## src/rtl/nibble_serial_sub.sv

```systemverilog
// Nibble-serial subtractor: D = A - B - Bin, one 4-bit borrow-lookahead slice per clock,
// LSB nibble first, with the inter-nibble borrow held in a register.
module nibble_serial_sub #(
  parameter int WIDTH = 32
) (
  input  logic             clk,
  input  logic             reset,
  input  logic             start,
  input  logic [WIDTH-1:0] a,
  input  logic [WIDTH-1:0] b,
  input  logic             bin,
  output logic             busy,
  output logic             done,
  output logic [WIDTH-1:0] diff,
  output logic             bout,
  output logic             zero,
  output logic             neg,
  output logic             ovf
);

  localparam int NSLICE = WIDTH / 4;
  localparam int CNT_W  = (NSLICE > 1) ? $clog2(NSLICE) : 1;

  typedef enum logic [1:0] {
    S_IDLE = 2'd0,
    S_RUN  = 2'd1,
    S_DONE = 2'd2
  } state_t;

  // 4-bit carry lookahead adder: returns {c4, sum[3:0]} of x + y + c0.
  function automatic logic [4:0] cla4(input logic [3:0] x, input logic [3:0] y,
                                      input logic c0);
    logic [3:0] g;
    logic [3:0] p;
    logic       c1;
    logic       c2;
    logic       c3;
    logic       c4;
    g  = x & y;
    p  = x ^ y;
    c1 = g[0] | (p[0] & c0);
    c2 = g[1] | (p[1] & g[0]) | (p[1] & p[0] & c0);
    c3 = g[2] | (p[2] & g[1]) | (p[2] & p[1] & g[0]) | (p[2] & p[1] & p[0] & c0);
    c4 = g[3] | (p[3] & g[2]) | (p[3] & p[2] & g[1]) | (p[3] & p[2] & p[1] & g[0])
       | (p[3] & p[2] & p[1] & p[0] & c0);
    return {c4, p ^ {c3, c2, c1, c0}};
  endfunction

  state_t             state_q, state_d;
  logic [CNT_W-1:0]   cnt_q, cnt_d;
  logic [WIDTH-1:0]   a_q, a_d;
  logic [WIDTH-1:0]   b_q, b_d;
  logic               borrow_q, borrow_d;
  logic [WIDTH-1:0]   res_q, res_d;
  logic [WIDTH-1:0]   diff_q, diff_d;
  logic               bout_q, bout_d;
  logic               zero_q, zero_d;
  logic               neg_q, neg_d;
  logic               ovf_q, ovf_d;
  logic               done_q, done_d;
  logic               busy_q, busy_d;

  logic [3:0]         a_nib_s;
  logic [3:0]         b_nib_inv_s;
  logic [4:0]         slice_s;
  logic               last_s;

  // Current slice: A nibble plus inverted B nibble plus inverted borrow.
  always_comb begin
    a_nib_s     = a_q[{cnt_q, 2'b00} +: 4];
    b_nib_inv_s = ~b_q[{cnt_q, 2'b00} +: 4];
    slice_s     = cla4(a_nib_s, b_nib_inv_s, ~borrow_q);
    last_s      = (cnt_q == CNT_W'(NSLICE - 1));
  end

  // Next-state, datapath and result-flag logic.
  always_comb begin
    state_d  = state_q;
    cnt_d    = cnt_q;
    a_d      = a_q;
    b_d      = b_q;
    borrow_d = borrow_q;
    res_d    = res_q;
    diff_d   = diff_q;
    bout_d   = bout_q;
    zero_d   = zero_q;
    neg_d    = neg_q;
    ovf_d    = ovf_q;
    done_d   = 1'b0;
    case (state_q)
      S_IDLE: begin
        if (start) begin
          a_d      = a;
          b_d      = b;
          borrow_d = bin;
          cnt_d    = {CNT_W{1'b0}};
          res_d    = {WIDTH{1'b0}};
          state_d  = S_RUN;
        end else begin
          state_d  = S_IDLE;
        end
      end
      S_RUN: begin
        // Result nibbles enter at the top so the LSB nibble ends up at bit 0.
        res_d    = {slice_s[3:0], res_q[WIDTH-1:4]};
        borrow_d = ~slice_s[4];
        if (last_s) begin
          state_d = S_DONE;
          cnt_d   = {CNT_W{1'b0}};
          diff_d  = res_d;
          bout_d  = ~slice_s[4];
          zero_d  = (res_d == {WIDTH{1'b0}});
          neg_d   = res_d[WIDTH-1];
          ovf_d   = (a_q[WIDTH-1] ^ b_q[WIDTH-1]) & (res_d[WIDTH-1] ^ a_q[WIDTH-1]);
          done_d  = 1'b1;
        end else begin
          state_d = S_RUN;
          cnt_d   = cnt_q + CNT_W'(1);
        end
      end
      S_DONE: begin
        state_d = S_IDLE;
      end
      default: begin
        state_d = S_IDLE;
      end
    endcase
    busy_d = (state_d != S_IDLE);
  end

  // State, datapath and output registers with synchronous reset.
  always_ff @(posedge clk) begin
    if (reset) begin
      state_q  <= S_IDLE;
      cnt_q    <= {CNT_W{1'b0}};
      a_q      <= {WIDTH{1'b0}};
      b_q      <= {WIDTH{1'b0}};
      borrow_q <= 1'b0;
      res_q    <= {WIDTH{1'b0}};
      diff_q   <= {WIDTH{1'b0}};
      bout_q   <= 1'b0;
      zero_q   <= 1'b0;
      neg_q    <= 1'b0;
      ovf_q    <= 1'b0;
      done_q   <= 1'b0;
      busy_q   <= 1'b0;
    end else begin
      state_q  <= state_d;
      cnt_q    <= cnt_d;
      a_q      <= a_d;
      b_q      <= b_d;
      borrow_q <= borrow_d;
      res_q    <= res_d;
      diff_q   <= diff_d;
      bout_q   <= bout_d;
      zero_q   <= zero_d;
      neg_q    <= neg_d;
      ovf_q    <= ovf_d;
      done_q   <= done_d;
      busy_q   <= busy_d;
    end
  end

  assign busy = busy_q;
  assign done = done_q;
  assign diff = diff_q;
  assign bout = bout_q;
  assign zero = zero_q;
  assign neg  = neg_q;
  assign ovf  = ovf_q;

endmodule
```

## config.mk

```make
export PLATFORM = sky130hd
export DESIGN_NAME = nibble_serial_sub
export DESIGN_NICKNAME = d
export VERILOG_FILES = /design/src/rtl/nibble_serial_sub.sv
export SDC_FILE = /design/constraint.sdc
export NUM_CORES = 1
export LEC_CHECK = 0
export CAP_MARGIN = 20
export CELL_PAD_IN_SITES_DETAIL_PLACEMENT = 1
export CELL_PAD_IN_SITES_GLOBAL_PLACEMENT = 2
export CORE_AREA = 2 2 123 125
export CTS_BUF_LIST = sky130_fd_sc_hd__clkbuf_4
export DETAILED_ROUTE_END_ITERATION = 6
export DIE_AREA = 0 0 125 127
export DONT_BUFFER_PORTS = 1
export PLACE_DENSITY_LB_ADDON = 0.1
export SKIP_CTS_REPAIR_TIMING = 1
export SLEW_MARGIN = 10
export SYNTH_ARGS = -nofsm -noshare
export SYNTH_HDL_FRONTEND = slang
export SYNTH_SLANG_ARGS = --single-unit
export TNS_END_PERCENT = 1
```

## constraint.sdc

```tcl
create_clock -name clk -period 3.36 [get_ports clk]
set_clock_uncertainty 0.2 [all_clocks]
set_input_delay 0.84 -clock clk [delete_from_list [all_inputs] [get_ports clk]]
set_output_delay 0.84 -clock clk [all_outputs]
set_load 0.01 [all_outputs]
```

# [Word level (Yosys, flattened, before mapping)]
# Cells that the tools add are included.
[totals] in_bits=68 word_cells=74 register_bits=140
[op_classes] add_sub_neg=1 muxes=11 shifts=2 reduce_logical=8 n_eq_ne=3 n_bitwise=36
[op_table] op="$pmux W32 S2" n=1
[op_table] op="$shiftx A32 B6 Y4" n=2
[op_table] op="$logic_not A32 Y1" n=1
[op_table] op="$mux W32" n=1
[op_table] op="$and A1 B1 Y1" n=17
[op_table] op="$or A1 B1 Y1" n=10
[op_table] op="$xor A4 B4 Y4" n=2
[op_table] op="$mux W3" n=2
[op_table] op="$pmux W3 S2" n=1
[op_table] op="$reduce_and A2 Y1" n=3
[op_table] op="$and A4 B4 Y4" n=1
[op_table] op="$not A4 Y4" n=1
[op_table] op="$pmux W2 S2" n=1
[op_table] op="$reduce_bool A2 Y1" n=2
[op_table] op="$add A3 B1 Y3 const B" n=1
[op_table] op="$eq A3 B3 Y1 const B" n=1
[op_table] op="$mux W1" n=3
[op_table] op="$not A1 Y1" n=3
[op_table] op="$eq A2 B1 Y1 const B" n=1
[op_table] op="$logic_not A2 Y1" n=1
[op_table] op="$mux W2" n=1
[op_table] op="$ne A2 B2 Y1 const B" n=1
[op_table] op="$pmux W1 S2" n=1
[op_table] op="$reduce_or A2 Y1" n=1
[op_table] op="$xor A1 B1 Y1" n=2

# [Logic depth before layout (Yosys ltp)]
# Gate-level depths: netlist (run 1).
[logic_depth] word_depth=10 depth_mapped=11 mapped_depth_nobuf=9

# [Least setup slack after synthesis (run 1)]
# OpenSTA, ideal clock, no wires.
[synth_timing] kind="register -> register" start="register cnt_q[0]" end="register zero_q (netlist: zero)" setup_ns=0.069 slack_ns=0.296 t_required_ns=3.091 synth_period_minus_slack_ns=3.064 arrival_time_ns=2.795 stages_incl_launch_ff=11 cell_sequence="dfxtp_1 -> buf_4 -> buf_6 -> mux4_2 -> mux2i_1 -> inv_1 -> fa_1 -> nor4b_1 -> nand4_1 -> or4_1 -> o21ai_1"
[synth_via] elab_chain_len=9 word_cells_on_any_way=24 cone_classes="1 x eq/ne; 2 x shift; 19 x bitwise; 2 x reduce/logical"
[synth_lines] item="from (decl)" line="50" text="logic [CNT_W-1:0] cnt_q, cnt_d;"
[synth_lines] item="from (signal assigned)" line="135" text="cnt_q <= {CNT_W{1'b0}};"
[synth_lines] item="from (signal assigned)" line="149" text="cnt_q <= cnt_d;"
[synth_lines] item="$shiftx A32 B6 Y4" line="71" text="b_nib_inv_s = ~b_q[{cnt_q, 2'b00} +: 4];"
[synth_lines] item="$not A4 Y4" line="71"
[synth_lines] item="$xor A4 B4 Y4 or $and A4 B4 Y4 (tied branches)" line="40, 39"
[synth_lines] item="$and A1 B1 Y1" line="43" text="c3 = g[2] | (p[2] & g[1]) | (p[2] & p[1] & g[0]) | (p[2] & p[1] & p[0] & c0);"
[synth_lines] item="$or A1 B1 Y1 or $and A1 B1 Y1 (tied branches) (2 in a row)" line="43"
[synth_lines] item="$or A1 B1 Y1" line="43"
[synth_lines] item="$xor A4 B4 Y4" line="46" text="return {c4, p ^ {c3, c2, c1, c0}};"
[synth_lines] item="$logic_not A32 Y1" line="112" text="zero_d = (res_d == {WIDTH{1'b0}});"
[synth_lines] item="to (signal assigned)" line="156" text="zero_q <= zero_d;"
[synth_lines] item="to (decl)" line="57" text="logic zero_q, zero_d;"
# Parallel ways exist; a longest one is shown, timed or not.
# A chain may end at the register's enable or synchronous reset.

# [Worst setup path in the final report (run 1)]
# Ends and elaborated chain as after synthesis.

==> metrics, run 1 <==
status complete, no violations; Clock Sinks roughly 140; CP max stage delay about 0.54 ns; WP data required 3.66 ns; crit-path max FO 16; critical path endpoint zero$_SDFFE_PP0P_; hold violation count in the final report 0; Sw Ratio 26.7%; fillers between 1500 and 2000; Clk Latency, worst-skew pair 0.56 ns; Synth Register Bits 135; Final #Nets 705; RSZ-0062 raised after global routing no; commonest non-fill, non-tap cell in the layout nand2_1; routability-driven placement congestion ratio 0.776; CP Depth 9; deepest clock path buffer count 2; min-delay worst type primary input to flip-flop; Leak just under 2 nW; Vias approximately 4400; Core Region 14400 sq um; most frequent cells in the layout nand2_1, dfxtp_1, a21oi_1; largest net degree at the start of global routing 136; DRC violations left 0; Netlist cell types 39; cts bufs inserted 17; WL final ~14000 um; relative slew slack 57.0%; power per cell area 511 nW/um^2; first-pass GRT wire length 23500 um; DRT iter0 DRCs between 200 and 250; sequential share of power between 50% and 60%; die area 15900 sq um; CP cell instances buf_12, mux4_2, mux2i_2, inv_1, fa_1, nor4b_1, nand4_1, or4_1, o21ai_1; syn_nets 728; Mapped Cells between 600 and 700; die width 125 um; Worst R2R End zero$_SDFFE_PP0P_; CP bufs+invs 2; Post-Syn Area per Cell 8.34 sq um; critical path's top delay family simple AND/OR/NAND/NOR gates; Worst-path clk slew 0.11 ns; synthesized area 5450 sq um; worst-margin pin slew 0.645 ns; flop2flop setup slack 0.15 ns; Slowest-stage cell, CP fa_1; vias per inst roughly 5.4; CP Capture Type flip-flop; H-tree levels 4; TritonCTS clock tree built; P&R area growth vs syn 5.56%; share of layout cells above drive strength 1 9.55%; P_int 2.15 mW; Tcrit/Tclk final 95.6%; row count between 40 and 50; pre-CTS setup slack between 0.1 and 0.15 ns; gr ovfl total 0; Worst setup SP type flip-flop; Worst R2R Path Depth 9; initial antenna violation count 0; Max Clock Freq between 0.3 and 0.4 GHz; VDD IR max roughly 0.27 mV; # port buffers 0; vias in the first global route 4531; dpl hpwl 9930 um; Worst Setup Slack, final 0.146 ns; Setup Crit Path Kind flip-flop to flip-flop; ant diodes 0; combinational share of power 10.9%; Syn. warnings 0; Slew Limit Fails 0; IO Count 106; power share of the clock group 31.1%; critical path arrival 3.51 ns; final core occ 39.9%; Setup crit start cnt_q[0]$_SDFFE_PP0P_; CTS root buf clkbuf_4; Initial Util 37.8%; WL/cell 17.5 um; die height about 130 um; Worst R2R Start cnt_q[0]$_SDFFE_PP0P_; Seq/Total Area, Yosys around half; final setup fails 0; crit path time final 3.21 ns; setup_tns 0 ns; total power 2.94 mW; P_sw approximately 0.8 mW; Antenna Violating Nets Remaining 0; drt pass-1 iters 4; max_cap viols 0; gr usage total 18.7%; hold_ws 0.141 ns
cells by family (layout without fill, tap and decap cells):
family,count (synthesis),after routing,share of synthesized area [%]
and+or+nand+nor,290,290,22.1
AOI/OAI and AO/OA,140,140,13.4
DFF,135,135,49.6
buffers and inverters,55,41,4.64
muxes,24,24,8.15
adders and majority gates,7,7,1.75
xor gates and xnor gates,2,2,0.322
how the worst min path moves through the flow:
stage | start | end | depth (start not counted)
2_1_floorplan | a_q[10]$_SDFFE_PP0P_ | a_q[10]$_SDFFE_PP0P_ | 2
3_3_place_gp | b_q[20]$_SDFFE_PP0P_ | b_q[20]$_SDFFE_PP0P_ | 2
3_5_place_dp | b_q[14]$_SDFFE_PP0P_ | b_q[14]$_SDFFE_PP0P_ | 2
4_1_cts | reset | b_q[23]$_SDFFE_PP0P_ | 1
5_1_grt | reset | b_q[31]$_SDFFE_PP0P_ | 1
6_report | reset | b_q[23]$_SDFFE_PP0P_ | 1
state kept, by name, indices dropped and copies added, names as in the netlist, 2 cells and up:
register  flops
cnt_q         3
res_q        28
b_q          32
a_q          32
state_q       2
diff         32
cell type report:
cell class	count	area, sq um	area share (%)
clock buffers	20	150	2.61
flip-flops and latches	135	2700	47.0
clock inverters	8	61.3	1.07
repair buffers	10	87.6	1.52
well taps	184	230	4.00
multi-input cells	463	2510	43.6
inverters	3	11.3	0.196
worst reg2reg max path, cell delays in order (launching register included):
cell and delay, ns:
dfxtp_1 0.40, buf_12 0.19, mux4_2 0.53, mux2i_2 0.23
inv_1 0.10, fa_1 0.54, nor4b_1 0.24, nand4_1 0.12
or4_1 0.49, o21ai_1 0.13
synthesized netlist by cell type, drive strengths merged:
cell type	count	area share [%]
nand2	223	15
dfxtp	135	50
a21oi	129	12
clkbuf	32	2.3
nand3	31	2.8
buf	20	2.2
mux4	16	6.6
nor2	15	1.0
ha	6	1.4
nor4	6	0.69
mux2i	5	0.92
a31oi	3	0.34
inv	3	0.21
mux2	3	0.62
nand2b	3	0.34
nand3b	3	0.64
o21ai	3	0.28
and2	2	0.25
nor2b	2	0.23
a211oi	1	0.14
a22oi	1	0.14
a311oi	1	0.16
fa	1	0.37
nand4	1	0.11
nor4b	1	0.16
o2111ai	1	0.16
o221a	1	0.37
or2	1	0.11
or3b	1	0.16
or4	1	0.14
xnor2	1	0.16
xor2	1	0.16
power by group through the flow:
stage / sequential (mW) / combinational, mW / clock (mW)
after global placement: 1.74 / 0.306 / 0
after floorplan: 1.72 / 0.268 / 0
after global routing: 1.71 / 0.362 / 1.03
final: 1.70 / 0.322 / 0.913
after detailed placement: 1.74 / 0.324 / 0
after CTS: 1.70 / 0.325 / 0.956
metal layers:
layer / GRT usage, % / up-vias / wire length (um)
li1: - / 2150 / -
met1: 23.6 / 2153 / 6500
met2: 31.0 / 86 / 7020
met3: 4.90 / 22 / 642
met4: 7.25 / 0 / 250
met5: 0 / - / 0
per-stage QoR:
step | cells | instance area [sq um]
after floorplan | 653 | 5450
after global placement | 795 | 5540
after detailed placement | 795 | 5540
after CTS | 823 | 5750
after global routing | 823 | 5750
final | 823 | 5750
Note: power is estimated with default switching activity, not from simulation.
==> run 2: changes to the inputs <==
--- a/config.mk
+++ b/config.mk
@@ -15,2 +15,3 @@
 export DONT_BUFFER_PORTS = 1
+export GPL_TIMING_DRIVEN = 0
 export PLACE_DENSITY_LB_ADDON = 0.1
==> constraint.sdc (replaced) <==
create_clock -name clk -period 3.36 [get_ports clk]
set_clock_uncertainty 0.2 [all_clocks]
set_input_delay 0.672 -clock clk [delete_from_list [all_inputs] [get_ports clk]]
set_output_delay 0.672 -clock clk [all_outputs]
set_load 0.01 [all_outputs]
==> metrics, run 2 (synthesis gave the netlist of run 1 again) <==
status complete, no violations (unchanged); CP Capture Type flip-flop (unchanged); gr usage total 20.0% (was 18.7%); commonest non-fill, non-tap cell in the layout nand2_1 (unchanged); max_cap viols 0 (unchanged); ant diodes 0 (unchanged); drt pass-1 iters 5 (was 4); WL final 15600 um (was 14400 um); CP max stage delay 0.53 ns (was 0.54 ns); Max Clock Freq 0.308 GHz (was 0.311 GHz); relative slew slack 52.1% (was 57.0%); cts bufs inserted 17 (unchanged); pre-CTS setup slack -0.473 ns (was 0.122 ns); worst-margin pin slew 0.719 ns (was 0.645 ns); Vias 4627 (was 4411); WP data required 3.67 ns (was 3.66 ns); Tcrit/Tclk final 96.7% (was 95.6%); IO Count 106 (unchanged); Final #Nets 766 (was 705); crit-path max FO 7 (was 16); hold path depth 2 (was 1); share of layout cells above drive strength 1 13.1% (was 9.55%); gr ovfl total 0 (unchanged); routability-driven placement congestion ratio 0.770 (was 0.776); Clk Latency, worst-skew pair 0.57 ns (was 0.56 ns); row count 44 (unchanged); first-pass GRT wire length 25100 um (was 23500 um); largest net degree at the start of global routing 17 (was 136); Antenna Violating Nets Remaining 0 (unchanged); DRT iter0 DRCs 260 (was 233); P&R area growth vs syn 14.5% (was 5.56%); Leak 2.20 nW (was 1.99 nW); fillers 1722 (was 1787); vias in the first global route 4824 (was 4531); Slowest-stage cell, CP mux4_2 (was fa_1); total power 3.27 mW (was 2.94 mW); DRC violations left 0 (unchanged); CP cell instances buf_12, buf_12, mux4_2, mux2i_2, inv_1, fa_2, xnor2_4, nor4_2, nand3_1, or4_4, o21ai_2 (was buf_12, mux4_2, mux2i_2, inv_1, fa_1, nor4b_1, nand4_1, or4_1, o21ai_1); most used cell, CP buf_12; Worst R2R Start cnt_q[0]$_SDFFE_PP0P_ (unchanged); VDD IR max 0.208 mV (was 0.271 mV); critical path arrival 3.56 ns (was 3.51 ns); Setup Crit Path Kind flip-flop to flip-flop (unchanged); H-tree levels 4 (unchanged); deepest clock path buffer count 2 (unchanged); critical path's top delay family simple AND/OR/NAND/NOR gates (unchanged); die height 127 um (unchanged); CTS root buf clkbuf_4 (unchanged); Clock Sinks 135 (unchanged); Core Region 14400 sq um (unchanged); die area 15900 sq um (unchanged); Slew Limit Fails 0 (unchanged); Worst setup SP type flip-flop (unchanged); CP bufs+invs 3 (was 2); final core occ 43.2% (was 39.9%); worst hold start a[14] (was reset); final setup fails 0 (unchanged); power per cell area 524 nW/um^2 (was 511 nW/um^2); Worst R2R End zero$_SDFFE_PP0P_ (unchanged); hold violation count in the final report 0 (unchanged); TritonCTS clock tree built (unchanged); min-delay worst type primary input to flip-flop (unchanged); vias per inst 5.21 (was 5.36); Worst Setup Slack, final 0.110 ns (was 0.146 ns); Initial Util 37.8% (unchanged); WL/cell 17.6 um (was 17.5 um); crit path time final 3.25 ns (was 3.21 ns); most frequent cells in the layout nand2_1, dfxtp_1, a21oi_1 (unchanged); dpl hpwl 11400 um (was 9930 um); RSZ-0062 raised after global routing yes (was no); endpoint of the worst hold-timing path a_q[14]$_SDFFE_PP0P_ (was b_q[23]$_SDFFE_PP0P_); Worst R2R Path Depth 11 (was 9); Worst-path clk slew 0.12 ns (was 0.11 ns); initial antenna violation count 0 (unchanged); flop2flop setup slack 0.11 ns (was 0.15 ns); die width 125 um (unchanged); # port buffers 0 (unchanged)
==> run 2: cell count changes in the layout (fill, tap and decap cells not counted), moves of 2 or more <==
| cell | change |
|---|---|
| bufinv_16 | +2 |
| buf_4 | +5 |
| clkbuf_1 | +30 |
| buf_2 | +9 |
| buf_1 | +5 |
| clkinvlp_4 | +4 |
| dlygate4sd3_1 | +7 |
| buf_6 | +3 |
| clkinv_1 | -2 |
==> run 2: final cells by class <==
class                   instances  area (sq um)  share of cell area [%]
well taps                     184           230                    3.69
multi-input cells             463          2560                    41.1
repair buffers                 19           160                    2.57
plain buffers                  52           273                    4.37
clock buffers                  18           135                    2.17
inverters                       3          11.3                   0.181
clock inverters                14           158                    2.53
flip-flops and latches        135          2710                    43.4
==> run 2: power breakdown <==
part | total [mW] | switching (mW) | internal, mW | leakage, nW
clock network | 1.14 | 0.627 | 0.515 | 0.151
logic | 0.426 | 0.247 | 0.179 | 0.954
registers | 1.70 | 0.0413 | 1.66 | 1.10
total | 3.27 | 0.915 | 2.35 | 2.20
==> run 2: worst max-delay path by stage <==
| stage | startpoint | to | slack, ns | cells after the start |
|---|---|---|---|---|
| after global placement | cnt_q[1]$_SDFFE_PP0P_ | zero$_SDFFE_PP0P_ | -0.40 | 10 |
| after detailed placement | cnt_q[1]$_SDFFE_PP0P_ | zero$_SDFFE_PP0P_ | -0.47 | 10 |
| final | cnt_q[0]$_SDFFE_PP0P_ | zero$_SDFFE_PP0P_ | 0.11 | 11 |
| after floorplan | cnt_q[0]$_SDFFE_PP0P_ | zero$_SDFFE_PP0P_ | 0.30 | 10 |
| after CTS | cnt_q[1]$_SDFFE_PP0P_ | zero$_SDFFE_PP0P_ | -0.48 | 10 |
| after global routing | cnt_q[0]$_SDFFE_PP0P_ | ovf$_SDFFE_PP0P_ | -0.01 | 11 |
==> run 2: through the flow <==
stage,instances,hold slack (ns),setup TNS (ns),instance area (sq um)
2_1_floorplan,653,0.233,0,5450
3_3_place_gp,837,0.240,-0.473,5680
3_5_place_dp,837,0.247,-0.641,5680
4_1_cts,869,-0.0176,-0.673,5970
5_1_grt,888,0.000258,-0.0107,6240
6_report,888,0.0262,0,6240
==> run 2: per-layer routing <==
layer / part of all wire, % / GRT usage [%] / vias to the layer above
li1: - / - / 2280
met1: 46 / 25.0 / 2240
met2: 48 / 33.9 / 91
met3: 4.0 / 5.36 / 16
met4: 1.3 / 6.47 / 0
met5: 0 / 0 / -
==> run 2: worst register-to-register path, stage by stage (launching register included) <==
cell     delay (ns)
dfxtp_4        0.38
buf_12         0.12
buf_12         0.12
mux4_2         0.53
mux2i_2        0.21
inv_1          0.10
fa_2           0.44
xnor2_4        0.18
nor4_2         0.21
nand3_1        0.09
or4_4          0.50
o21ai_2        0.12
==> run 3: changes to the inputs <==
Settings changed: PLACE_DENSITY from default to 0.81, PLACE_DENSITY_LB_ADDON 0.1 to default.
==> metrics, run 3 (synthesis gave the netlist of run 1 again) <==
status complete, no violations (unchanged); dpl hpwl 11200 um (was 11400 um); CP Capture Type flip-flop (unchanged); Initial Util 37.8% (unchanged); drt pass-1 iters 4 (was 5); Slew Limit Fails 0 (unchanged); crit-path max FO 9 (was 7); die width 125 um (unchanged); Clk Latency, worst-skew pair 0.55 ns (was 0.57 ns); P&R area growth vs syn 11.1% (was 14.5%); worst-margin pin slew 0.622 ns (was 0.719 ns); Worst Setup Slack, final 0.130 ns (was 0.110 ns); ant diodes 0 (unchanged); share of layout cells above drive strength 1 12.0% (was 13.1%); Leak 2.12 nW (was 2.20 nW); Final #Nets 757 (was 766); die height 127 um (unchanged); initial antenna violation count 0 (unchanged); Worst-path clk slew 0.12 ns (about the same); crit path time final 3.23 ns (was 3.25 ns); WL final 15200 um (was 15600 um); power per cell area 491 nW/um^2 (was 524 nW/um^2); fin area 6050 sq um (was 6240 sq um); commonest non-fill, non-tap cell in the layout nand2_1 (unchanged); critical path arrival 3.48 ns (was 3.56 ns); Core Region 14400 sq um (unchanged); IO Count 106 (unchanged); Tcrit/Tclk final 96.1% (was 96.7%); first-pass GRT wire length 24600 um (was 25100 um); TritonCTS clock tree built (unchanged); # port buffers 0 (unchanged); fillers 1765 (was 1722); min-delay worst type primary input to flip-flop (unchanged); gr usage total 19.6% (was 20.0%); DRC violations left 0 (unchanged); largest net degree at the start of global routing 17 (unchanged); RSZ-0062 raised after global routing yes (unchanged); Cells after DPL 837 (unchanged); hold_ws 0.0394 ns (was 0.0262 ns); Clock Sinks 135 (unchanged); most frequent cells in the layout nand2_1, dfxtp_1, a21oi_1 (unchanged); max_cap viols 0 (unchanged); gr ovfl total 0 (unchanged); Multi-input gate area 2540 sq um (was 2560 sq um); Vias 4604 (was 4627); Antenna Violating Nets Remaining 0 (unchanged); WL/cell 17.4 um (was 17.6 um); Setup Crit Path Kind flip-flop to flip-flop (unchanged); hold violation count in the final report 0 (unchanged); routability-driven placement congestion ratio 0.775 (was 0.770); placed cell area 5680 sq um (unchanged); total power 2.97 mW (was 3.27 mW); CTS root buf clkbuf_4 (unchanged); Reg area 2700 sq um (was 2710 sq um); deepest clock path buffer count 2 (unchanged); die area 15900 sq um (unchanged); setup_tns 0 ns (unchanged); vias in the first global route 4899 (was 4824); H-tree levels 4 (unchanged); final setup fails 0 (unchanged); row count 44 (unchanged); Non-Filler Instances 878 (was 888); WP data required 3.61 ns (was 3.67 ns); vias per inst 5.24 (was 5.21); relative slew slack 58.5% (was 52.1%); Worst setup SP type flip-flop (unchanged); DRT iter0 DRCs 210 (was 260); pre-CTS setup slack -0.505 ns (was -0.473 ns); Max Clock Freq 0.310 GHz (was 0.308 GHz); VDD IR max 0.183 mV (was 0.208 mV); final core occ 42.0% (was 43.2%); cts bufs inserted 17 (unchanged)
## run 3: cell types whose count changed in the layout (fill, tap and decap cells not counted), sizes merged
cell         delta
bufinv          -3
dlygate4sd3     -7
inv             -1
buf             -2
clkinv          +4
clkinvlp        -1
## run 3: routing by layer
metal / routed length (um) / global-route usage (%) / vias to the layer above
met5: 0 / 0 / -
met4: 294 / 7.06 / 0
met3: 573 / 4.65 / 25
met2: 7650 / 34.0 / 90
met1: 6720 / 23.9 / 2228
li1: - / - / 2261
## run 3: final timing paths
path / from / end / slack (ns) / cells after the start
max reg2reg: cnt_q[0]$_SDFFE_PP0P_ / ovf$_SDFFE_PP0P_ / 0.13 / 11
min: a[29] / a_q[29]$_SDFFE_PP0P_ / 0.04 / 2
min reg2reg: b_q[13]$_SDFFE_PP0P_ / b_q[13]$_SDFFE_PP0P_ / 0.26 / 2
max: cnt_q[0]$_SDFFE_PP0P_ / ovf$_SDFFE_PP0P_ / 0.13 / 11
## run 3: layout make-up
type / instances / area share [%]
flip-flops and latches: 135 / 44.7
multi-input cells: 463 / 42.1
clock buffers: 18 / 2.23
clock inverters: 13 / 1.10
repair buffers: 10 / 1.45
plain buffers: 52 / 4.51
inverters: 3 / 0.186
well taps: 184 / 3.80
## run 3: report_power, final
| group | leakage [nW] | internal (mW) | switching (mW) |
|---|---|---|---|
| clock | 0.111 | 0.275 | 0.589 |
| combinational | 0.911 | 0.167 | 0.241 |
| sequential | 1.10 | 1.66 | 0.0400 |
## run 3: worst max-delay path, stage by stage, from the launching register on
cell and delay (ns):
dfxtp_2 0.38, buf_12 0.12, buf_12 0.13, buf_4 0.11
mux4_2 0.51, mux2i_1 0.20, ha_2 0.37, o21ai_1 0.17
a21oi_1 0.08, o221a_4 0.26, or3b_1 0.35, a311oi_1 0.26
